--- src/rtl/seq_ones_counter_pkg.sv ---
// seq_ones_counter_pkg
//   Shared definitions for the sequential population counter:
//   - state_t     : FSM state encoding (IDLE / RUN / DONE)
//   - ceil_div    : integer ceiling division, used for the number of chunks
//   - clog2_int   : ceiling log2, used for result and chunk-count widths
package seq_ones_counter_pkg;

  typedef enum logic [1:0] {
    IDLE = 2'd0,
    RUN  = 2'd1,
    DONE = 2'd2
  } state_t;

  function automatic int ceil_div(input int a, input int b);
    return (a + b - 1) / b;
  endfunction

  // Smallest r with 2**r >= v; clog2_int(1) = 0.
  function automatic int clog2_int(input int v);
    int r;
    r = 0;
    while ((1 << r) < v) r++;
    return r;
  endfunction

endpackage

--- src/rtl/seq_ones_counter_if.sv ---
// seq_ones_counter_if
//   Request/result bundle of the sequential population counter.
//   start, mode, din     : request side (driven by the master)
//   ready, busy, done,
//   count                : status/result side (driven by the counter)
//   WIDTH sets the data word width; the count width follows from it.
interface seq_ones_counter_if
  import seq_ones_counter_pkg::*;
#(
  parameter int WIDTH = 63
);
  localparam int RW = clog2_int(WIDTH + 1);

  logic             start;
  logic             mode;
  logic [WIDTH-1:0] din;
  logic             ready;
  logic             busy;
  logic             done;
  logic [RW-1:0]    count;

  modport master (output start, mode, din, input ready, busy, done, count);
  modport slave  (input start, mode, din, output ready, busy, done, count);
endinterface

--- src/rtl/seq_ones_counter_chunk_popcount.sv ---
// chunk_popcount
//   Pure combinational ones counter for a CHUNK-bit slice.
//   word : CHUNK-bit input slice
//   ones : number of set bits in word, clog2(CHUNK+1) bits wide
module chunk_popcount
  import seq_ones_counter_pkg::*;
#(
  parameter int CHUNK = 8
) (
  input  logic [CHUNK-1:0]                word,
  output logic [clog2_int(CHUNK+1)-1:0]   ones
);
  localparam int CW = clog2_int(CHUNK + 1);

  always_comb begin
    ones = '0;
    for (int i = 0; i < CHUNK; i++) begin
      ones = ones + CW'(word[i]);
    end
  end
endmodule

--- src/rtl/seq_ones_counter.sv ---
// seq_ones_counter
//   Multi-cycle population counter. An accepted start latches din (inverted
//   when mode=1 so that zeros are counted), then CHUNK bits are counted per
//   clock until the whole word is consumed; done pulses for one cycle and
//   count holds the result until the next completion.
//   clk  : single clock, rising edge
//   rst  : synchronous active-high reset
//   bus  : slave side of seq_ones_counter_if (start/mode/din in,
//          ready/busy/done/count out)
module seq_ones_counter
  import seq_ones_counter_pkg::*;
#(
  parameter int WIDTH = 63,
  parameter int CHUNK = 8
) (
  input logic               clk,
  input logic               rst,
  seq_ones_counter_if.slave bus
);
  localparam int NCHUNK = ceil_div(WIDTH, CHUNK);
  localparam int RW     = clog2_int(WIDTH + 1);
  localparam int PW     = NCHUNK * CHUNK;
  localparam int CW     = clog2_int(CHUNK + 1);
  localparam int IW     = (NCHUNK > 1) ? clog2_int(NCHUNK) : 1;

  state_t          state_reg, state_next;
  logic [PW-1:0]   shift_reg, shift_next;
  logic [RW-1:0]   acc_reg, acc_next;
  logic [IW-1:0]   idx_reg, idx_next;
  logic [RW-1:0]   count_reg, count_next;

  logic [WIDTH-1:0] word;
  logic [PW-1:0]    padded;
  logic [CW-1:0]    chunk_ones;

  // Inversion happens before padding so pad bits are always zero and never
  // contribute, whichever mode is selected.
  assign word = bus.mode ? ~bus.din : bus.din;

  generate
    for (genvar gi = 0; gi < PW; gi++) begin : g_pad
      if (gi < WIDTH) begin : g_data
        assign padded[gi] = word[gi];
      end else begin : g_zero
        assign padded[gi] = 1'b0;
      end
    end
  endgenerate

  chunk_popcount #(
    .CHUNK(CHUNK)
  ) u_chunk (
    .word(shift_reg[CHUNK-1:0]),
    .ones(chunk_ones)
  );

  always_comb begin
    state_next = state_reg;
    shift_next = shift_reg;
    acc_next   = acc_reg;
    idx_next   = idx_reg;
    count_next = count_reg;
    unique case (state_reg)
      IDLE: begin
        if (bus.start) begin
          state_next = RUN;
          shift_next = padded;
          acc_next   = '0;
          idx_next   = '0;
        end
      end
      RUN: begin
        // The chunk count never exceeds WIDTH, so the cast cannot lose value.
        acc_next   = acc_reg + RW'(chunk_ones);
        shift_next = shift_reg >> CHUNK;
        idx_next   = idx_reg + 1'b1;
        if (idx_reg == IW'(NCHUNK - 1)) begin
          state_next = DONE;
          count_next = acc_next;
        end
      end
      DONE: begin
        state_next = IDLE;
      end
      default: begin
        state_next = IDLE;
      end
    endcase
  end

  always_ff @(posedge clk) begin
    if (rst) begin
      state_reg <= IDLE;
      shift_reg <= '0;
      acc_reg   <= '0;
      idx_reg   <= '0;
      count_reg <= '0;
    end else begin
      state_reg <= state_next;
      shift_reg <= shift_next;
      acc_reg   <= acc_next;
      idx_reg   <= idx_next;
      count_reg <= count_next;
    end
  end

  assign bus.ready = (state_reg == IDLE);
  assign bus.busy  = (state_reg == RUN);
  assign bus.done  = (state_reg == DONE);
  assign bus.count = count_reg;
endmodule

--- src/flat_wrapper.sv ---
// flat-port wrapper written by rule: the top's interface ports become plain ports
module seq_ones_counter_flat import seq_ones_counter_pkg::*;
#(
  parameter int WIDTH = 63,
  parameter int CHUNK = 8
)
  (clk, rst, bus_start, bus_mode, bus_din, bus_ready, bus_busy, bus_done, bus_count);
  seq_ones_counter_if #(.WIDTH(WIDTH)) bus_i ();
  input logic clk;
  input logic rst;
  input wire logic [$bits(bus_i.start)-1:0] bus_start;
  input wire logic [$bits(bus_i.mode)-1:0] bus_mode;
  input wire logic [$bits(bus_i.din)-1:0] bus_din;
  output wire logic [$bits(bus_i.ready)-1:0] bus_ready;
  output wire logic [$bits(bus_i.busy)-1:0] bus_busy;
  output wire logic [$bits(bus_i.done)-1:0] bus_done;
  output wire logic [$bits(bus_i.count)-1:0] bus_count;
  assign bus_i.start = bus_start;
  assign bus_i.mode = bus_mode;
  assign bus_i.din = bus_din;
  assign bus_ready = bus_i.ready;
  assign bus_busy = bus_i.busy;
  assign bus_done = bus_i.done;
  assign bus_count = bus_i.count;
  seq_ones_counter #(.WIDTH(WIDTH), .CHUNK(CHUNK)) u_core (.clk(clk), .rst(rst), .bus(bus_i));
endmodule
--- config.mk ---
export PLATFORM = sky130hd
export DESIGN_NAME = seq_ones_counter_flat
export DESIGN_NICKNAME = d
export VERILOG_FILES = /design/src/rtl/seq_ones_counter_pkg.sv /design/src/rtl/seq_ones_counter_if.sv /design/src/rtl/seq_ones_counter_chunk_popcount.sv /design/src/rtl/seq_ones_counter.sv /design/src/flat_wrapper.sv
export SDC_FILE = /design/constraint.sdc
export NUM_CORES = 1
export LEC_CHECK = 0
export ABC_AREA = 0
export BUFFER_PORTS_ARGS = -buffer_cell sky130_fd_sc_hd__buf_2
export CAP_MARGIN = 20
export CORE_ASPECT_RATIO = 0.7
export CORE_MARGIN = 1
export CORE_UTILIZATION = 49
export CTS_CLUSTER_SIZE = 16
export DETAILED_ROUTE_END_ITERATION = 10
export GPL_TIMING_DRIVEN = 1
export HOLD_SLACK_MARGIN = 0.15
export PLACE_DENSITY = 0.72
export SLEW_MARGIN = 20
export SYNTH_ARGS = -nofsm -noshare
export SYNTH_HDL_FRONTEND = slang
export SYNTH_SLANG_ARGS = --single-unit
--- constraint.sdc ---
create_clock -name clk -period 4.09 [get_ports clk]
set_input_delay 0.409 -clock clk [delete_from_list [all_inputs] [get_ports clk]]
set_output_delay 0.409 -clock clk [all_outputs]
set_load 0.005 [all_outputs]
==> results of run 1 <==
worst max path at each step:
stage / to / cells after the start / startpoint / slack [ps]
6_report: u_core.acc_reg[4] / 10 / u_core.acc_reg[0] / 480
5_1_grt: u_core.acc_reg[4] / 10 / u_core.acc_reg[0] / 320
4_1_cts: u_core.acc_reg[4] / 10 / u_core.acc_reg[0] / 480
3_5_place_dp: u_core.acc_reg[4] / 10 / u_core.acc_reg[0] / 500
3_3_place_gp: u_core.bus.count[4] / 10 / u_core.acc_reg[0] / 570
2_1_floorplan: u_core.bus.count[4] / 10 / u_core.acc_reg[0] / 670
area by class of cell:
cell class                      count  share of cell area
Tap cell                          120              0.0305
Inverter                           12              0.0102
Clock inverter                      3             0.00356
Sequential cell                    80               0.325
Multi-Input combinational cell    378               0.491
Clock buffer                       13              0.0508
Timing Repair Buffer               83              0.0889
synthesized netlist by cell type:
cell type   n  area share
nand3b_2    1      0.0026
a311o_1     1      0.0023
o22ai_1     3      0.0044
nor3_1      2      0.0023
nand2b_1    2      0.0029
or4_1       2      0.0035
and2_1      1      0.0015
a31oi_1     2      0.0029
nand3b_1    3      0.0053
nand4_1     2      0.0029
a211oi_1    4      0.0070
nand3_1     4      0.0047
nand2_1    94       0.082
nor3b_1     3      0.0053
a2111o_1    1      0.0026
a2111oi_0   1      0.0020
o211ai_1   37       0.065
a211o_1     2      0.0041
xnor2_1    38       0.078
buf_4       8       0.014
clkbuf_1   22       0.019
nor2_1     22       0.019
dfxtp_1    80        0.37
buf_1       1     0.00088
a21oi_1    40       0.047
nor2b_1    22       0.032
buf_2      12       0.014
ha_1        8       0.023
o21ai_0    18       0.021
fa_1        5       0.023
xor2_1     26       0.053
inv_1      11      0.0096
o21bai_2    1      0.0026
inv_6       1      0.0020
a21o_1      1      0.0018
buf_6       2      0.0053
and2_4      1      0.0020
o2111ai_1   1      0.0020
a22oi_1    29       0.051
o21a_1      1      0.0018
metal layers:
metal  routed length (µm)  track usage  vias to the layer above
met5                    0            0                        -
met1                 4500        0.293                     1676
li1                     -            -                     1864
met3                  551       0.0596                        6
met4                   57       0.0597                        0
met2                 4410        0.348                      107
cell usage in the layout, fill, tap and decap left out, types with 2 or more instances in the layout:
master and count:
nand3_1 4, a211oi_1 4, o22ai_1 3, nand2_1 94, xnor2_1 38, xor2_1 26
a31oi_1 2, buf_4 9, clkinv_2 2, fa_1 5, a22oi_1 29, dfxtp_1 80
o21ai_0 18, nor3b_1 3, a211o_1 2, nand4_1 2, nor3_1 2, buf_2 74
ha_1 8, inv_1 11, clkbuf_1 3, or4_1 2, nor2b_1 22, o211ai_1 37
nor2_1 21, a21oi_1 40, clkbuf_16 9, nand3b_1 3
metrics by stage:
stage	worst slack [ps]	cell area [µm²]	std cells	total power, mW
final	479	4920	689	1.98
after global routing	317	4920	689	2.09
after CTS	480	4920	689	1.99
after detailed placement	504	4660	673	1.27
after global placement	567	4660	673	1.25
after floorplan	670	4290	515	1.17
power by group through the flow:
stage          Clock, mW  Sequential [mW]  Combinational, mW
6_report           0.727            0.872              0.380
5_1_grt            0.780            0.877              0.430
4_1_cts            0.740            0.871              0.383
3_5_place_dp           0            0.888              0.380
3_3_place_gp           0            0.885              0.368
2_1_floorplan          0            0.876              0.290
critical path: stages (launching register included):
cell     delay (ps)
dfxtp_1         330
fa_1            540
inv_1            60
fa_1            550
fa_1            420
fa_1            420
fa_1            430
nor2b_1         120
o21ai_0         170
a211o_1         340
a31oi_1         160
cells by family (layout without fill, tap and decap cells):
| family | after synthesis | count (layout) | synth area share |
|---|---|---|---|
| XOR/XNOR | 64 | 64 | 0.131 |
| flip-flops | 80 | 80 | 0.374 |
| AO/OA/AOI/OAI | 142 | 142 | 0.217 |
| AND/OR/NAND/NOR | 159 | 159 | 0.167 |
| adder cells (fa/ha/maj) | 13 | 13 | 0.0467 |
| buffers and inverters | 57 | 111 | 0.0651 |
==> flow_summary.yaml, run 1 <==
sta:
  setup_tns_ps: 0
  period_share: 0.883
  worst_slew_pin_slew_ps: 968
  setup_violations: 0
  max_freq_mhz: 277
  relSlewSlack: 0.355
  hold_violations: 0
  fin_crit_ps: 3610
  rsz0062_at_grt: "no"
  fin_skew_ps: 2.44
  hold_slack_ps: 450
  slew_viol_final: 0
floorplan:
  die_h_um: 80.2
  start_util: 0.505
  num_io_pins: 76
  std_cell_rows: 28
  die_w_um: 114
  core_area_um2: 8480
  die-area_um2: 9130
critical_path:
  crit_arrival_ps: 3860
  regToRegSetupSlack_ps: 480
  reg2reg_from: "u_core.acc_reg[0]"
  worstPathRequired_ps: 4340
  path_class: "reg2reg"
  cp_max_fo: 4
  startpoint_type: "flop"
  r2r_end: "u_core.acc_reg[4]"
  setup.worst_path.end_class: "flop"
  ff2ff_path_depth: 10
global_route:
  grt_max_degree: 64
  antenna_found_initial: 0
  grt_pass1_vias: 3221
  grt_pass1_wl_um: 15400
  gr-total-overflow: 0
  grt_util_all_layers: 0.219
cells_and_area:
  seq_area_um2: 1600
  multiInputGateArea_um2: 2420
  nNetsFinal: 644
  fin_util: 0.581
  largest_reg_flops: 63
  syn2layout_area_growth_pct: 14.9
  drive_gt1_frac: 0.179
  antenna_cells: 0
  n_fill_cell: 815
synthesis:
  syn_avg_cell_area_um2: 8.32
  ys_warn_count: 0
  synth_cell_type_count: 40
  ys_ff_latch: 80
  synth_cells: 515
  ys_seq_area_frac: 0.374
  netlist_area_um2: 4290
  synth_nets: 595
pwr:
  powerDensity_nw_per_um2: 402
  switching_share: 0.275
  internal-power_mw: 1.43
  p_leak_nw: 1.96
  p_clk_frac: 0.368
  seqPwrFrac: 0.440
  pwr-share-comb: 0.192
  p_switching_mw: 0.545
  vdd_drop_max_mv: 0.280
clocking:
  cts_buffer_depth: 2
  cts.repair.resized: 0
  clk_latency_ps: 330
  cts_hold_buffers: 0
  cts_setup_buffers: 0
  cts-root-buf: "clkbuf_16"
  cts_tree: "done"
  htree_levels: 3
  clkSinkCount: 80
  cts_made_buffers: 9
  clk_transition_reported_paths_ps: 60
run_status:
  status: "finished, final reports clean"
placed_design:
  io_buffers: 75
  dp.final_hpwl_um: 6340
  gp_congestion: 0.777
run:
  maxCapViolations: 0
drt:
  drc_errors: 0
  via_per_inst: 5.30
  wl_per_cell_um: 13.8
  ant_nets: 0
  vias: 3653
  drtPass1Iterations: 5
  drtIter0Drc: 201
  drt_wl_total_um: 9520
min_path:
  hold_depth: 2
  min_path_type: "reg2reg"
  hold-path-endpoint: "u_core.shift_reg[1]"
  min_from: "u_core.shift_reg[1]"
Note: power is estimated with default switching activity, not from simulation.
==> run 2: changes to the inputs <==
- BUFFER_PORTS_ARGS: -buffer_cell sky130_fd_sc_hd__buf_2 -> -buffer_cell sky130_fd_sc_hd__clkbuf_2
- CTS_CLUSTER_DIAMETER: unset -> 200
- SLEW_MARGIN: 20 -> 25
==> flow_summary.yaml, run 2 (synthesis gave the netlist of run 1 again) <==
run_status:
  status: "finished, final reports clean"
placed_design:
  gp_congestion: 0.808
  io_buffers: 75
  dp.final_hpwl_um: 6340
clocking:
  cts_tree: "done"
  cts_hold_buffers: 0
  cts-root-buf: "clkbuf_16"
  clk_transition_reported_paths_ps: 60
  cts_made_buffers: 9
  clk_latency_ps: 330
  cts_setup_buffers: 0
  htree_levels: 3
  clkSinkCount: 80
  cts.repair.resized: 0
  cts_buffer_depth: 2
sta:
  fin_crit_ps: 3620
  rsz0062_at_grt: "no"
  setup_violations: 0
  worst_slew_pin_slew_ps: 972
  max_freq_mhz: 276
  fin_skew_ps: 9.34
  hold_violations: 0
  relSlewSlack: 0.352
  slew_viol_final: 0
  setup_tns_ps: 0
  period_share: 0.885
drt:
  drt_wl_total_um: 9680
  wl_met3_um: 587
  wl_met2_um: 4450
  drc_errors: 0
  drtIter0Drc: 219
  ant_nets: 0
  drtPass1Iterations: 5
  highest_layer: "met4"
  vias: 3665
  wl_per_cell_um: 14.1
  m1WireLength_um: 4600
  via_per_inst: 5.33
floorplan:
  die_h_um: 80.2
  die_w_um: 114
  num_io_pins: 76
  start_util: 0.505
  std_cell_rows: 28
  core_area_um2: 8480
  die-area_um2: 9130
critical_path:
  crit_arrival_ps: 3890
  regToRegSetupSlack_ps: 470
  setup.worst_path.end_class: "flop"
  cp_max_fo: 4
  reg2reg_from: "u_core.acc_reg[0]"
  path_class: "reg2reg"
  worstPathRequired_ps: 4360
  startpoint_type: "flop"
  r2r_end: "u_core.bus.count[4]"
  ff2ff_path_depth: 10
pwr:
  p_total_mw: 2.11
  p_leak_nw: 2.00
  powerDensity_nw_per_um2: 425
  vdd_drop_max_mv: 0.218
min_path:
  hold-path-endpoint: "u_core.shift_reg[8]"
  min_from: "u_core.shift_reg[8]"
  min_path_type: "reg2reg"
  hold_depth: 2
cells_and_area:
  mostFrequentLayoutCells: "nand2_1, dfxtp_1, clkbuf_2"
  largest_reg_flops: 63
  nNetsFinal: 644
  drive_gt1_frac: 0.181
  syn2layout_area_growth_pct: 16.2
  antenna_cells: 0
  n_fill_cell: 806
  final_common_cell: "nand2_1"
global_route:
  gr-total-overflow: 0
  grt_max_degree: 64
  grt_util_all_layers: 0.223
  grt_pass1_wl_um: 16000
  antenna_found_initial: 0
  grt_pass1_vias: 3332
run:
  maxCapViolations: 0
## run 2: cell count changes in the layout (fill, tap and decap cells not counted)
cell        previous run  this run
buf_2                 74         0
clkinv_2               2         1
clkbuf_2               0        74
clkinvlp_4             1         0
clkbuf_8               1         2
bufinv_16              0         2
clkbuf_1               3         1
## run 2: per-stage QoR
stage	setup WS (ps)	std cells	instance area, µm²	utilization	hold WS [ps]
after floorplan	670	515	4290	-	432
after global placement	560	673	4660	0.549	438
after detailed placement	485	673	4660	0.549	443
after CTS	465	688	4980	0.587	451
after global routing	329	688	4980	0.587	469
final	469	688	4980	0.587	452
## run 2: worst max path at each step
stage / start / end / slack (ps) / cells past startpoint
floorplan: u_core.acc_reg[0] / u_core.bus.count[4] / 670 / 10
global placement: u_core.acc_reg[0] / u_core.bus.count[4] / 560 / 10
detailed placement: u_core.acc_reg[0] / u_core.bus.count[4] / 490 / 10
CTS: u_core.acc_reg[0] / u_core.acc_reg[4] / 470 / 10
global route: u_core.acc_reg[0] / u_core.bus.count[4] / 330 / 10
finish: u_core.acc_reg[0] / u_core.bus.count[4] / 470 / 10
## run 2: final cells by class
type | instances | area (µm²) | area share
Clock buffer | 12 | 256 | 0.0515
Clock inverter | 3 | 65.1 | 0.0131
Inverter | 12 | 50.0 | 0.0101
Multi-Input combinational cell | 378 | 2420 | 0.486
Sequential cell | 80 | 1600 | 0.322
Tap cell | 120 | 150 | 0.0302
Timing Repair Buffer | 83 | 438 | 0.0880
## run 2: metal layers
metal	global-route usage	vias to the layer above
met2	0.363	103
met5	0	-
met4	0.0403	0
met3	0.0596	4
li1	-	1863
met1	0.299	1695
## run 2: report_power, final
| group | switching, mW | leakage, nW | internal [mW] |
|---|---|---|---|
| Sequential | 0.0316 | 0.657 | 0.838 |
| Clock | 0.298 | 0.159 | 0.563 |
| Combinational | 0.214 | 1.18 | 0.170 |
## run 2: worst max-delay path, cell delays in order (launching register included)
cell and delay [ps]:
dfxtp_1 340, fa_1 550, inv_1 70, fa_1 550, fa_1 420, fa_1 410, fa_1 430, nor2b_1 120
o21ai_0 160, a2111o_1 450, nand3_1 60
==> run 3: changes to the inputs <==
- SETUP_SLACK_MARGIN: unset -> 0.05
- clock period: 4.09 -> 3.5 ns (I/O delays scaled with it)
==> flow_summary.yaml, run 3 (synthesis gave the netlist of run 1 again) <==
critical_path:
  path_class: "reg2reg"
  worstPathRequired_ps: 3760
  setup.worst_path.end_class: "flop"
  ff2ff_path_depth: 10
  cp_max_fo: 3
  crit_arrival_ps: 3690
  regToRegSetupSlack_ps: 70
  startpoint_type: "flop"
pwr:
  switching_share: 0.260
  powerDensity_nw_per_um2: 505
  seqPwrFrac: 0.400
  p_leak_nw: 2.01
  p_switching_mw: 0.661
  vdd_drop_max_mv: 0.276
  p_clk_frac: 0.419
  internal-power_mw: 1.88
  pwr-share-comb: 0.182
  p_total_mw: 2.54
cells_and_area:
  layout.cells.non_filler: 692
  syn2layout_area_growth_pct: 17.5
  multiInputGateArea_um2: 2430
  largest_reg_flops: 63
  fin_util: 0.594
  seq_area_um2: 1600
  antenna_cells: 0
  final_common_cell: "nand2_1"
  drive_gt1_frac: 0.199
  mostFrequentLayoutCells: "nand2_1, dfxtp_1, clkbuf_2"
  n_fill_cell: 793
  nNetsFinal: 647
min_path:
  hold_depth: 4
  min_path_type: "in2reg"
drt:
  vias: 3658
  drt_wl_total_um: 9580
  ant_nets: 0
  drtIter0Drc: 199
  drc_errors: 0
  via_per_inst: 5.29
  wl_per_cell_um: 13.8
  drtPass1Iterations: 4
global_route:
  grt_max_degree: 64
  grt_pass1_wl_um: 15700
  grt_pass1_vias: 3327
  antenna_found_initial: 0
  gr-total-overflow: 0
  grt_util_all_layers: 0.220
placed_design:
  gp_congestion: 0.806
  dp.final_hpwl_um: 6380
  placed_cells: 675
  io_buffers: 75
floorplan:
  std_cell_rows: 28
  start_util: 0.505
  die_w_um: 114
  die_h_um: 80.2
  num_io_pins: 76
  core_area_um2: 8480
  die-area_um2: 9130
sta:
  setup_violations: 0
  worst_slew_pin_slew_ps: 985
  fin_skew_ps: 5.16
  slew_viol_final: 0
  period_share: 0.980
  fin_crit_ps: 3430
  relSlewSlack: 0.343
  max_freq_mhz: 292
  rsz0062_at_grt: "yes"
  hold_violations: 0
  setup_tns_ps: 0
clocking:
  cts_buffer_depth: 2
  cts_hold_buffers: 0
  clk_transition_reported_paths_ps: 60
  cts_tree: "done"
  clkSinkCount: 80
  cts_made_buffers: 9
  cts-root-buf: "clkbuf_16"
  htree_levels: 3
  clk_latency_ps: 340
run:
  maxCapViolations: 0
run_status:
  status: "finished, final reports clean"
[run 3: worst paths after layout]
path / to / from
worst min-delay path: u_core.shift_reg[60] / bus_din[60]
worst min register to register: u_core.shift_reg[19] / u_core.shift_reg[19]
worst max register to register: u_core.acc_reg[4] / u_core.acc_reg[0]
worst max-delay path: u_core.acc_reg[4] / u_core.acc_reg[0]
[run 3: cell type report]
class / instances / area share
multi-input cells: 378 / 0.484
clock buffers: 10 / 0.0455
flip-flops and latches: 80 / 0.318
well taps: 120 / 0.0298
repair buffers: 86 / 0.0915
inverters: 12 / 0.00994
clock inverters: 6 / 0.0214
[run 3: worst max-delay path: stages (launching register included)]
cell     delay (ps)
dfxtp_2         330
fa_1            550
inv_2            40
fa_1            520
fa_1            450
fa_2            400
fa_2            410
nor2b_2         140
o21ai_2          80
a211o_1         270
a31oi_1         150
[run 3: per-stage QoR]
stage	hold WS, ps	area, µm²	worst slack (ps)
floorplan	432	4290	80.3
detailed placement	444	4670	-46.4
finish	400	5030	70.5
global route	408	5030	-47.6
CTS	397	5010	85.6
global placement	440	4670	7.35
[run 3: power groups by stage]
stage	clock network [mW]	logic (mW)	registers, mW
4_1_cts	1.07	0.457	1.01
3_3_place_gp	0	0.434	1.03
3_5_place_dp	0	0.448	1.03
5_1_grt	1.12	0.524	1.02
6_report	1.06	0.462	1.02
2_1_floorplan	0	0.339	1.02
[run 3: metal layers]
metal,wire (µm),share of wire,track usage,up-vias
li1,-,-,-,1870
met4,94,0.0098,0.0597,0
met1,4650,0.49,0.294,1692
met5,0,0,0,-
met2,4360,0.45,0.355,88
met3,476,0.050,0.0528,8
[run 3: what timing repair did]
| action | 4_1_cts | 5_1_grt |
|---|---|---|
| pin swaps | 0 | 8 |
| endpoints found under the setup margin | 2 | 3 |
| buffers inserted | 0 | 1 |
| hold endpoints to repair | 0 | 0 |
| resized for setup | 3 | 6 |
